`src/rtl/fb_pkg.sv`:
```
// fb_pkg: shared frame-buffer geometry, pixel/request types and address mapping
package fb_pkg;
    localparam int H_DISPLAY = 800;
    localparam int V_DISPLAY = 600;
    localparam int DATA_W    = 8;
    localparam int ADDR_W    = 19;

    typedef logic [DATA_W-1:0] pixel_t;

    typedef struct packed {
        logic [ADDR_W-1:0] addr;
        pixel_t            data;
    } wr_req_t;

    // y*h + x built from shifted copies of y, one per set bit of the constant h
    function automatic logic [ADDR_W-1:0] fb_addr(input logic [10:0] x, input logic [9:0] y, input int h);
        logic [ADDR_W-1:0] acc;
        acc = ADDR_W'(x);
        for (int i = 0; i < 12; i++)
            if (h[i]) acc = acc + (ADDR_W'(y) << i);
        return acc;
    endfunction
endpackage

```
`src/rtl/fb_write_fifo.sv`:
```
// fb_write_fifo: small power-of-two queue holding pending frame-buffer writes
module fb_write_fifo
    import fb_pkg::*;
#(
    parameter int  DEPTH = 4,
    parameter type T     = wr_req_t
) (
    input  logic Clock,
    input  logic Reset_n,
    input  logic push_i,
    input  logic pop_i,
    input  T     data_i,
    output T     data_o,
    output logic full_o,
    output logic empty_o
);
    localparam int PW = $clog2(DEPTH);

    T               mem_q [DEPTH];
    logic [PW-1:0]  wptr_q, rptr_q;
    logic [PW:0]    cnt_q, cnt_d;
    logic           do_push, do_pop;

    assign full_o  = cnt_q == (PW+1)'(DEPTH);
    assign empty_o = cnt_q == '0;
    assign do_push = push_i & ~full_o;
    assign do_pop  = pop_i & ~empty_o;
    assign data_o  = mem_q[rptr_q];

    // occupancy is unchanged when a push and a pop land together
    always_comb begin
        cnt_d = cnt_q + (PW+1)'(do_push) - (PW+1)'(do_pop);
    end

    // pointers wrap naturally because DEPTH is a power of two
    always_ff @(posedge Clock or negedge Reset_n) begin
        if (!Reset_n) begin
            wptr_q <= '0;
            rptr_q <= '0;
            cnt_q  <= '0;
        end else begin
            wptr_q <= wptr_q + PW'(do_push);
            rptr_q <= rptr_q + PW'(do_pop);
            cnt_q  <= cnt_d;
        end
    end

    // entry storage needs no reset; only occupied slots are ever read out
    always_ff @(posedge Clock) begin
        if (do_push) mem_q[wptr_q] <= data_i;
    end
endmodule

```
`src/rtl/frame_buffer_arbiter.sv`:
```
// frame_buffer_arbiter: shares one single-port RAM between display reads and queued draw writes
module frame_buffer_arbiter
    import fb_pkg::*;
#(
    parameter int H_DISPLAY  = fb_pkg::H_DISPLAY,
    parameter int V_DISPLAY  = fb_pkg::V_DISPLAY,
    parameter int DATA_W     = fb_pkg::DATA_W,
    parameter int ADDR_W     = fb_pkg::ADDR_W,
    parameter int FIFO_DEPTH = 4
) (
    input  logic              Clock,
    input  logic              Reset_n,
    input  logic              blank_n,
    input  logic [10:0]       nextX,
    input  logic [9:0]        nextY,
    input  logic              wr_valid,
    output logic              wr_ready,
    input  logic [10:0]       wr_x,
    input  logic [9:0]        wr_y,
    input  logic [DATA_W-1:0] wr_data,
    output logic              wr_err,
    output logic [ADDR_W-1:0] mem_addr,
    output logic              mem_we,
    output logic [DATA_W-1:0] mem_wdata,
    input  logic [DATA_W-1:0] mem_rdata,
    output logic [DATA_W-1:0] pix_data,
    output logic              pix_valid
);
    logic [ADDR_W-1:0] addr_q, addr_d;
    logic [DATA_W-1:0] pix_q, pix_d;
    logic              ready_q, err_q, err_d, v1_q, pix_valid_q;
    logic              full, empty, accept, in_range, push, pop;
    wr_req_t           head, entry;

    assign in_range = (wr_x < 11'(H_DISPLAY)) && (wr_y < 10'(V_DISPLAY));
    assign wr_ready = ready_q & ~full;
    assign accept   = wr_valid & wr_ready;
    assign push     = accept & in_range;
    assign pop      = ~blank_n & ~empty;
    assign entry    = '{addr: fb_addr(wr_x, wr_y, H_DISPLAY), data: wr_data};

    fb_write_fifo #(
        .DEPTH (FIFO_DEPTH),
        .T     (wr_req_t)
    ) u_fifo (
        .Clock   (Clock),
        .Reset_n (Reset_n),
        .push_i  (push),
        .pop_i   (pop),
        .data_i  (entry),
        .data_o  (head),
        .full_o  (full),
        .empty_o (empty)
    );

    // display read always wins; blanking drains one write; otherwise the address holds
    always_comb begin
        addr_d = blank_n ? fb_addr(nextX, nextY, H_DISPLAY) : pop ? head.addr : addr_q;
        err_d  = accept & ~in_range;
        pix_d  = v1_q ? mem_rdata : '0;
    end

    // RAM port is forced idle while reset is asserted so no write can slip out
    assign mem_addr  = Reset_n ? addr_d : '0;
    assign mem_we    = Reset_n & pop;
    assign mem_wdata = (Reset_n & pop) ? head.data : '0;
    assign wr_err    = err_q;
    assign pix_data  = pix_q;
    assign pix_valid = pix_valid_q;

    // two-stage display pipeline (RAM latency + output register) and write-side status
    always_ff @(posedge Clock or negedge Reset_n) begin
        if (!Reset_n) begin
            addr_q      <= '0;
            ready_q     <= 1'b0;
            err_q       <= 1'b0;
            v1_q        <= 1'b0;
            pix_valid_q <= 1'b0;
            pix_q       <= '0;
        end else begin
            addr_q      <= addr_d;
            ready_q     <= 1'b1;
            err_q       <= err_d;
            v1_q        <= blank_n;
            pix_valid_q <= v1_q;
            pix_q       <= pix_d;
        end
    end
endmodule

```
`config.mk`:
```
export PLATFORM = sky130hd
export DESIGN_NAME = frame_buffer_arbiter
export DESIGN_NICKNAME = d
export VERILOG_FILES = /design/src/rtl/fb_pkg.sv /design/src/rtl/fb_write_fifo.sv /design/src/rtl/frame_buffer_arbiter.sv
export SDC_FILE = /design/constraint.sdc
export NUM_CORES = 1
export LEC_CHECK = 0
export BUFFER_PORTS_ARGS = -buffer_cell sky130_fd_sc_hd__buf_2
export CORE_MARGIN = 2
export CORE_UTILIZATION = 40
export CTS_CLUSTER_DIAMETER = 40
export DETAILED_ROUTE_END_ITERATION = 8
export GPL_ROUTABILITY_DRIVEN = 0
export GPL_TIMING_DRIVEN = 0
export PLACE_DENSITY = 0.66
export SLEW_MARGIN = 5
export SYNTH_ARGS = -nofsm -noshare
export SYNTH_HDL_FRONTEND = slang
export SYNTH_HIERARCHICAL = 1
export SYNTH_SLANG_ARGS = --single-unit
```
`constraint.sdc`:
```
create_clock -name Clock -period 4.4 [get_ports Clock]
set_input_delay 0.88 -clock Clock [delete_from_list [all_inputs] [get_ports Clock]]
set_output_delay 0.88 -clock Clock [all_outputs]
set_load 0.005 [all_outputs]
```
==> out/qor.yml <==
outcome: "complete, but fails checks"
violations_in_the_final_reports: "negative setup slack"
vdd_drop_max_v: 0.000253
routed_wl_um: 16100
dr.pass1.iters: 4
synth.most_common_cell: "sky130_fd_sc_hd__edfxtp_1"
placedCellCount: 917
drive_above_1_share: 0.334
synth_area_per_cell_um2: 14.1
final.fill_count: 1604
grt_overflow_total: 0
initial_utilization: 0.411
critical_path.slowest_cell: "sky130_fd_sc_hd__fa_1"
timing.critical_path.to_type: "output port"
grt.total_usage: 0.163
yosys.cell_types.count: 58
syn2layout_area_growth_pct: 24.8
route.detailed.wl_per_inst_um: 16.8
setup_slack_ns: -0.00307
syn-num-nets: 694
post_synth_most_frequent_cells: "sky130_fd_sc_hd__edfxtp_1, sky130_fd_sc_hd__ha_1, sky130_fd_sc_hd__inv_1"
cts_sink_cnt: 146
yosys-top-cells-area: "sky130_fd_sc_hd__edfxtp_1, sky130_fd_sc_hd__dfrtp_1, sky130_fd_sc_hd__ha_1"
synthDominantAreaCellType: "sky130_fd_sc_hd__edfxtp_1"
antenna-diode-count: 0
floorplan.io_pins: 101
synth_edf_count: 108
finalSetupViolCount: 1
power.density_nw_per_um2: 519
ys_seq_elements: 146
area_enclosed_by_the_die_boundary_um2: 20600
timing_worst_setup_path_type: "input port to output port"
drc: 0
coreArea_um2: 18900
yosys_warnings: 6
timing.slew.headroom: 0.320
period_share: 1.00
p_leak_nw: 4.02
minimum_period_implied_by_the_final_worst_setup_slack_ns: 4.40
first_iter_violations: 258
via_total_after_detailed_routing: 4879
die_h_um: 143
fp-row-count: 50
synthesis.area_um2: 7770
finClkSkew_ns: 0.00906
worst_path_largest_cell_delay_ns: 0.54
synth.yosys.seq_area_share: 0.540
asyncSetResetFlopFracSynth: 0.260
drt-vias-per-instance: 5.09
cts_buf_count: 17
largest_net_degree_at_the_start_of_global_routing: 43
first_global_vias: 5125
grt_setup_unrepaired: "true"
cts.reportedPaths.clkPinSlew_ns: 0.06
timing.critical_path.arrival_ns: 3.52
fmaxAchievable_ghz: 0.227
timing.critical_path.fanout_max: 4
dpl.hpwl_um: 11800
clk_root_buffer_cell: "sky130_fd_sc_hd__clkbuf_16"
post-synth-top-area-fraction: 0.417
cts.htree.levels: 4
crit_buf_inv: 5
final_nets: 828
multi_input_area_um2: 3590
synth_cells: 551
max_cap_violations: 0
placement.io_buffers: 100
final_antenna_net_count: 0
timing.critical_path.from_type: "input port"
clock_tree.buffer_depth: 2
cp_data_required_time_ns: 3.52
cts_tree: "yes"
finalHoldViolations: 0
worst_pin_slew_ns: 1.02
grt_antenna_before_repair: 0
die_w_um: 143
final_max_slew_viol_count: 0
final_instance_count_without_filler_cells: 958
grt_pass1_wl_um: 25800
crit_family: "adder cells"
clkLatencyLatePin_ns: 0.42
worstPathCellList: "buf_6, inv_2, fa_1, inv_2, fa_1, ha_4, a211oi_4, o21ai_2, o211ai_1, buf_4, mux2i_4, a211oi_2, buf_2"
synthFlopType: "sky130_fd_sc_hd__edfxtp_1"
hold_path.class: "flip-flop to flip-flop"
regArea_um2: 4190
pre_cts_setup_slack_ns: -0.383
layout by cell type (no fill, tap or decap), types with 9 or more instances in the layout:
master and instances:
sky130_fd_sc_hd__a21oi_1 17, sky130_fd_sc_hd__and2_1 20, sky130_fd_sc_hd__and3_1 10, sky130_fd_sc_hd__buf_2 100
sky130_fd_sc_hd__buf_4 10, sky130_fd_sc_hd__clkbuf_16 17, sky130_fd_sc_hd__dfrtp_1 38, sky130_fd_sc_hd__edfxtp_1 108
sky130_fd_sc_hd__fa_1 20, sky130_fd_sc_hd__ha_1 54, sky130_fd_sc_hd__inv_1 38, sky130_fd_sc_hd__mux2i_1 14
sky130_fd_sc_hd__mux4_2 26, sky130_fd_sc_hd__nand2_1 25, sky130_fd_sc_hd__nor2_1 10, sky130_fd_sc_hd__nor3_1 9
sky130_fd_sc_hd__o21ai_0 18, sky130_fd_sc_hd__xnor2_1 11
cell families (layout without fill, tap and decap cells):
family | count (synthesis) | after routing | share of synthesized area
buf+inv | 64 | 211 | 0.0354
other cells | 1 | 1 | 0.000482
xor+xnor | 18 | 18 | 0.0203
simple gates | 106 | 106 | 0.0752
fa+ha+maj | 81 | 81 | 0.151
mux | 46 | 46 | 0.104
compound gates | 89 | 89 | 0.0747
flops | 146 | 146 | 0.540
worst reg2reg max path, delay by kind of cell (launching register included):
family / cells / cell delay, ns
XOR/XNOR: 2 / 0.36
adder cells (fa/ha/maj): 1 / 0.43
buffers and inverters: 2 / 0.41
flip-flops: 1 / 0.47
AND/OR/NAND/NOR: 3 / 1.44
repair_timing:
item	CTS	global route
hold buffers	0	0
pin swaps	10	23
resized for setup	19	41
endpoints found under the hold margin	0	0
setup buffers	4	5
gates cloned	0	0
setup endpoints to repair	7	7
per-layer routing:
| metal | track usage | wire length, µm | part of all wire | vias to the layer above |
|---|---|---|---|---|
| met2 | 0.275 | 7940 | 0.49 | 114 |
| met3 | 0.0280 | 565 | 0.035 | 21 |
| met4 | 0.0542 | 276 | 0.017 | 0 |
| li1 | - | - | - | 2345 |
| met5 | 0 | 0 | 0 | - |
| met1 | 0.213 | 7270 | 0.45 | 2399 |
through the flow:
step	cell area [µm²]	utilization	setup TNS, ns	hold WS, ns	power (W)
2_1_floorplan	7800	-	0	0.431	0.00295
3_3_place_gp	8620	0.456	-180.22	0.483	0.00333
3_5_place_dp	8730	0.462	-1.60	0.497	0.00341
4_1_cts	9480	0.502	-0.0176	0.510	0.00497
5_1_grt	9700	0.513	-0.416	0.541	0.00531
6_report	9700	0.513	-0.00307	0.497	0.00504
power breakdown:
group / switching [W] / total, W / internal [W]
Sequential: 0.0000855 / 0.00179 / 0.00170
Clock: 0.000580 / 0.00149 / 0.000910
Combinational: 0.000921 / 0.00176 / 0.000838
Total: 0.00159 / 0.00504 / 0.00345
worst paths after layout:
path	slack, ns	cells after the start	startpoint	end
worst max-delay path	-0.003	13	nextX[9]	mem_addr[15]
worst min-delay path	0.50	0	v1_q$_DFF_PN0_	pix_valid$_DFF_PN0_
worst max register to register	1.20	8	u_fifo/cnt_q[1]$_DFF_PN0_	u_fifo/cnt_q[2]$_DFF_PN0_
worst min register to register	0.50	0	v1_q$_DFF_PN0_	pix_valid$_DFF_PN0_
max in group asynchronous	3.22	1	Reset_n	addr_q[15]$_DFF_PN0_
min in group asynchronous	0.60	1	Reset_n	pix_data[7]$_DFF_PN0_
area by class of cell:
cell class / count / share of cell area
clock inverter: 15 / 0.0203
timing repair buffer: 115 / 0.0707
sequential: 146 / 0.432
inverter: 47 / 0.0190
tap: 260 / 0.0335
buffer: 17 / 0.0102
clock buffer: 17 / 0.0439
multi-input combinational: 341 / 0.370
state kept, by name (all words and copies together) (netlist names), 2 cells and up:
name and count:
u_fifo/mem_q 108, addr_q 19, u_fifo/wptr_q 2, pix_data 8
u_fifo/cnt_q 3, u_fifo/rptr_q 2
Note: power is estimated with default switching activity, not from simulation.
